## config.mk

```make
export PLATFORM = sky130hd
export DESIGN_NAME = csa_accum_ctrl
export DESIGN_NICKNAME = d
export VERILOG_FILES = /design/src/rtl/csa_ctrl_pkg.sv /design/src/rtl/csa_accum_ctrl_csa.sv /design/src/rtl/csa_accum_ctrl.sv
export SDC_FILE = /design/constraint.sdc
export NUM_CORES = 1
export LEC_CHECK = 0
export CAP_MARGIN = 25
export CORE_ASPECT_RATIO = 1.1
export CORE_UTILIZATION = 46
export CTS_CLUSTER_SIZE = 40
export DETAILED_ROUTE_END_ITERATION = 16
export PLACE_DENSITY = 0.82
export SLEW_MARGIN = 20
export SYNTH_ARGS = -nofsm -noshare
export SYNTH_HDL_FRONTEND = slang
export SYNTH_SLANG_ARGS = --single-unit
```

## constraint.sdc

```tcl
create_clock -name clk -period 1.9 [get_ports clk]
set_clock_uncertainty 0.15 [all_clocks]
set_input_delay 0.285 -clock clk [delete_from_list [all_inputs] [get_ports clk]]
set_output_delay 0.285 -clock clk [all_outputs]
set_load 0.02 [all_outputs]
```

## src/rtl/csa_ctrl_pkg.sv

```systemverilog
// ---------------------------------------------------------------------------
// csa_ctrl_pkg
// Shared definitions for the carry-save accumulator controller:
//   WIDTH        operand / result width (the CSA_Adder8 slice is 8 bits wide)
//   MAX_RESOLVE  upper bound on carry-resolution passes after the last beat
//   state_e      controller states (ACC, RESOLVE, DONE)
//   sat_inc()    saturating increment used by the operand counter
// ---------------------------------------------------------------------------
package csa_ctrl_pkg;

  localparam int WIDTH       = 8;
  localparam int MAX_RESOLVE = 8;

  typedef enum logic [1:0] {
    ACC     = 2'd0,
    RESOLVE = 2'd1,
    DONE    = 2'd2
  } state_e;

  // Count up to all-ones and hold there.
  function automatic logic [WIDTH-1:0] sat_inc(input logic [WIDTH-1:0] v);
    return (v == '1) ? v : v + 1'b1;
  endfunction

endpackage

```

## src/rtl/csa_accum_ctrl_csa.sv

```systemverilog
// ---------------------------------------------------------------------------
// CSA_Adder8
// One level of 3:2 carry-save compression over 8 bits. Each bit position is
// an independent full adder; no carry ripples between positions.
//   a, b, c  three addends
//   sum      bitwise sum (weight 2^i)
//   carry    raw majority carry (weight 2^(i+1), NOT pre-shifted)
// ---------------------------------------------------------------------------
module CSA_Adder8
  import csa_ctrl_pkg::*;
(
  input  logic [WIDTH-1:0] a,
  input  logic [WIDTH-1:0] b,
  input  logic [WIDTH-1:0] c,
  output logic [WIDTH-1:0] sum,
  output logic [WIDTH-1:0] carry
);

  assign sum   = a ^ b ^ c;
  assign carry = (a & b) | (a & c) | (b & c);

endmodule

```

## src/rtl/csa_accum_ctrl.sv

```systemverilog
// ---------------------------------------------------------------------------
// csa_accum_ctrl
// Accumulates a message of 8-bit operands in carry-save form (S, C), then
// resolves the pending carries by re-running the same CSA slice with a zero
// third operand until no carry bits remain, and presents the sum.
//
// Ports
//   clk, rst_n          clock, asynchronous active-low reset
//   in_valid/in_ready   operand handshake (ready only while accumulating)
//   in_data, in_last    operand and end-of-message marker
//   out_valid/out_ready result handshake (valid only in DONE)
//   out_data            message sum mod 256
//   out_count           number of operands, saturating at 255
//   out_ovf             true sum reached 256 or more
//
// Represented value is S + {C[6:0],0}. A carry landing in C[7] has weight
// 256; it is recorded in the sticky ovf flag when produced and then dropped.
// ---------------------------------------------------------------------------
module csa_accum_ctrl #(
  parameter int WIDTH = 8
) (
  input  logic             clk,
  input  logic             rst_n,
  input  logic             in_valid,
  output logic             in_ready,
  input  logic [WIDTH-1:0] in_data,
  input  logic             in_last,
  output logic             out_valid,
  input  logic             out_ready,
  output logic [WIDTH-1:0] out_data,
  output logic [WIDTH-1:0] out_count,
  output logic             out_ovf
);

  import csa_ctrl_pkg::*;

  state_e           state_q;
  logic [WIDTH-1:0] s_q;
  logic [WIDTH-1:0] c_q;
  logic [WIDTH-1:0] count_q;
  logic             ovf_q;
  logic             in_ready_q;
  logic             out_valid_q;

  logic [WIDTH-1:0] csa_b;
  logic [WIDTH-1:0] csa_c;
  logic [WIDTH-1:0] csa_sum;
  logic [WIDTH-1:0] csa_carry;

  // The stored C[7] is never re-read: its weight left via ovf when produced.
  logic unused_c_msb;
  assign unused_c_msb = c_q[WIDTH-1];

  // Shifting the raw carry aligns it to its true weight; the MSB falls off.
  assign csa_b = {c_q[WIDTH-2:0], 1'b0};
  // Resolution passes reuse the slice with a zero third addend.
  assign csa_c = (state_q == ACC) ? in_data : '0;

  CSA_Adder8 u_csa (
    .a     (s_q),
    .b     (csa_b),
    .c     (csa_c),
    .sum   (csa_sum),
    .carry (csa_carry)
  );

  // NOTE: every state register here is written with <= so that all of them
  // see the pre-edge values of each other; mixing in = would make the result
  // depend on statement order.
  always_ff @(posedge clk or negedge rst_n) begin
    if (!rst_n) begin
      state_q     <= ACC;
      s_q         <= '0;
      c_q         <= '0;
      count_q     <= '0;
      ovf_q       <= 1'b0;
      in_ready_q  <= 1'b1;
      out_valid_q <= 1'b0;
    end else begin
      case (state_q)
        ACC: begin
          // in_ready is high throughout ACC, so in_valid alone is an accept.
          if (in_valid) begin
            s_q     <= csa_sum;
            c_q     <= csa_carry;
            count_q <= sat_inc(count_q);
            ovf_q   <= ovf_q | csa_carry[WIDTH-1];
            if (in_last) begin
              state_q    <= RESOLVE;
              in_ready_q <= 1'b0;
            end
          end
        end

        RESOLVE: begin
          // Each pass pushes the lowest pending carry up by at least one bit,
          // so the loop ends within MAX_RESOLVE passes.
          if (c_q[WIDTH-2:0] == '0) begin
            state_q     <= DONE;
            out_valid_q <= 1'b1;
          end else begin
            s_q   <= csa_sum;
            c_q   <= csa_carry;
            ovf_q <= ovf_q | csa_carry[WIDTH-1];
          end
        end

        DONE: begin
          if (out_ready) begin
            s_q         <= '0;
            c_q         <= '0;
            count_q     <= '0;
            ovf_q       <= 1'b0;
            state_q     <= ACC;
            in_ready_q  <= 1'b1;
            out_valid_q <= 1'b0;
          end
        end

        default: begin
          state_q     <= ACC;
          in_ready_q  <= 1'b1;
          out_valid_q <= 1'b0;
        end
      endcase
    end
  end

  assign in_ready  = in_ready_q;
  assign out_valid = out_valid_q;
  assign out_data  = s_q;
  assign out_count = count_q;
  assign out_ovf   = ovf_q;

endmodule

```

==> flow_summary_export.csv, run 1 <==
group,metric,value,unit
timing,worst_pin_slew,0.4295,ns
critical_path,cpPeakStageDelay,0.44,ns
floorplan,die_h,64.99,um
cells_and_area,final_cells,251,
timing,fin_crit,1.896,ns
critical_path,crit_type,"flop to flop",
min_path,holdCritPathClass,"input pin to asynchronous set/reset pin",
routing,wirelength,3690,um
place,dp_hpwl,2741,um
floorplan,row_count,22,
critical_path,critPathRequiredTime,1.97,ns
clock_tree,path_clk_slew,0.16,ns
timing,max_freq,527.5,MHz
place,gp_congestion,0.7833,
critical_path,path_cells,"nor4_4 > nand2_2 > a31oi_4 > buf_12 > mux2_2",
critical_path,critPathSlowestCell,"dfrtp_1",
global_route,antenna_found_initial,0,
cells_and_area,multiInputGateArea,869.6,um^2
logic_synthesis,async_reset_ff_frac,1.000,
critical_path,cp_top_family,"simple AND/OR/NAND/NOR gates",
logic_synthesis,ys_types,38,
routing,wl_per_cell,14.70,um
floorplan,die_w,59.26,um
floorplan,pin_count,32,
cells_and_area,layout-drive-gt1-share,0.2167,
floorplan,design.core.area,0.003386,mm^2
cells_and_area,nets,226,
global_route,grt_overflow_total,0,
timing,tns,0,ns
global_route,grt_use_total,0.2185,
logic_synthesis,synth-compound-area-share,0.1207,
logic_synthesis,synth_nets,181,
global_route,grt_pass1_vias,1375,
clock_tree,cts-root-buf,"clkbuf_4",
flow_run,max-cap-violations,0,
routing,drt_iter0_markers,46,
floorplan,start_util,0.4900,
logic_synthesis,syn-instance-count,159,
routing,vias_per_cell,5.279,
timing,drv_slew,0,
critical_path,cp_max_fo,15,
logic_synthesis,yosys_warnings,0,
logic_synthesis,synth_flop_cell,"dfrtp_1",
logic_synthesis,synthMuxAreaShare,0.1433,
timing,fin_ws,0.004142,ns
timing,relSlewSlack,0.7127,
clock_tree,clk_latency,0.34,ns
cells_and_area,insertedDiodeCount,0,
cells_and_area,fill_cells,284,
critical_path,cp-start-kind,"flop",
clock_tree,cts_tree,"yes",
critical_path,crit_buf_inv,1,
place,dp_cells,246,
logic_synthesis,synth_top_family_by_area,"simple AND/OR/NAND/NOR gates",
logic_synthesis,synthTopCellsByArea,"dfrtp_1 41%, fa_1 8.4%, mux2_4 7.2%, nor2_1 5.2%, inv_1 4.1%",
routing,route.detailed.drc,0,
logic_synthesis,synth_seq_cells,28,
clock_tree,clockBufferDepth,2,
routing,ant_nets,0,
floorplan,die-area,0.003851,mm^2
critical_path,cp_data_arrival_time,1.97,ns
logic_synthesis,synth_edf_count,0,
cells_and_area,synthToLayoutAreaGrowth,32.28,%
critical_path,r2r_setup_slack,0.004,ns
power,pwr_density_cell,1866,mW/mm^2
timing,finalHoldViolCount,0,
logic_synthesis,ys_seq_area_frac,0.4231,
logic_synthesis,synth_fa_ha_area_frac,0.09955,
logic_synthesis,synth.avg_cell_area,10.43,um^2
clock_tree,cts_sinks,28,
logic_synthesis,netlist_area,0.001659,mm^2
logic_synthesis,yosysTopAreaCellShare,0.4072,
place,dp_slack,-0.07565,ns
cells_and_area,fin_util,0.6482,
routing,num_vias,1325,
timing,final.period_utilization,0.9978,
logic_synthesis,yosysMostFrequentCell,"dfrtp_1",
place,io_buffers,31,
logic_synthesis,synth_largest_area_cell,"dfrtp_1",
global_route,grt_max_degree,22,
power,irDropWorstVdd,0.8885,mV
clock_tree,numCtsBuffers,3,
cells_and_area,seqCellArea,704.4,um^2
clock_tree,postCtsHoldBufs,0,
timing,setup_viol,0,
logic_synthesis,yosys.area_share.xor_xnor,0,
routing,drtPass1Iterations,4,
clock_tree,htree_levels,1,
logic_synthesis,synthSimpleGateAreaFrac,0.1463,
power,power,0.004095,W
power,leakage,1.050,nW
global_route,grt_pass1_wl,6327,um
outcome,status,"completed",
logic_synthesis,synth_common_cells,"27 x dfrtp_1, 23 x nor2_1, 18 x inv_1",
critical_path,endpoint_kind,"flop",
timing,rsz0062_at_grt,"yes",
## layout make-up
| class | count | area share |
|---|---|---|
| clock buffers | 4 | 0.01197 |
| repair buffers | 46 | 0.2127 |
| multi-input cells | 107 | 0.3962 |
| flip-flops and latches | 28 | 0.3210 |
| well taps | 48 | 0.02737 |
| inverters | 18 | 0.03079 |
## sequential cells by signal, summed over array words and instances (netlist names)
register,cells
out_count,8
out_data,8
c_q,7
state_q,2
in_ready,1
out_ovf,1
out_valid,1
## cell families (layout without fill, tap and decap cells)
logic type                 after synthesis  in the layout
DFF                                     28             28
and+or+nand+nor                         52             52
buffers and inverters                   24             68
AOI/OAI and AO/OA                       27             27
muxes                                   19             19
adders and majority gates                9              9
## final timing paths
check                         endpoint  cells after the start  startpoint
max in group asynchronous     in_ready                      2       rst_n
setup reg to reg           out_data[5]                      5      c_q[1]
min in group clk              in_ready                      2    in_ready
setup / recovery           out_data[5]                      5      c_q[1]
hold reg to reg               in_ready                      2    in_ready
hold / removal             out_data[3]                      1       rst_n
## stage by stage
step / hold slack [ns] / area, um^2
floorplan: -0.1606 / 1659
global placement: 0.3339 / 2116
detailed placement: 0.3530 / 2116
CTS: 0.08172 / 2151
global route: 0.07431 / 2195
finish: 0.07657 / 2195
## placed cells by master (no fill, tap or decap), types with 4 or more instances in the layout
master           count
a21oi_1              6
a31oi_1              4
buf_4               12
clkdlybuf4s50_1     22
dfrtp_1             25
dlymetal6s2s_1       7
fa_1                 7
inv_1               18
mux2_2               6
mux2_4               8
mux2i_1              5
nand2_1             11
nor2_1              23
o21ai_0              4
## worst reg2reg max path: cells and delay by family (launching register included)
kind / cells / cell delay [ns]
muxes: 1 / 0.35
AOI/OAI and AO/OA: 1 / 0.20
and+or+nand+nor: 2 / 0.47
DFF: 1 / 0.44
buffers and inverters: 1 / 0.18
## per-layer routing
layer	global-route usage	routed length, um
met5	0	0
met4	0.08333	68
met3	0.03194	172
met2	0.3652	1898
met1	0.2806	1550
## where the power goes
part	internal [W]	leakage, nW	switching [W]
clock network	0.0000824	0.0150	0.000175
registers	0.000879	0.332	0.000284
logic	0.00139	0.703	0.00128
total	0.00235	1.05	0.00174
## repair_timing
action,CTS,global route
endpoints found under the hold margin,0,0
gates cloned,0,0
setup buffers,0,1
resized for setup,5,12
setup endpoints to repair,17,20
Note: power is estimated with default switching activity, not from simulation.
==> run 2, diff against run 1 <==
- GPL_TIMING_DRIVEN: default -> 1
==> results of run 2 <==
The final DEF is identical to that of run 1; final timing and power are the same.
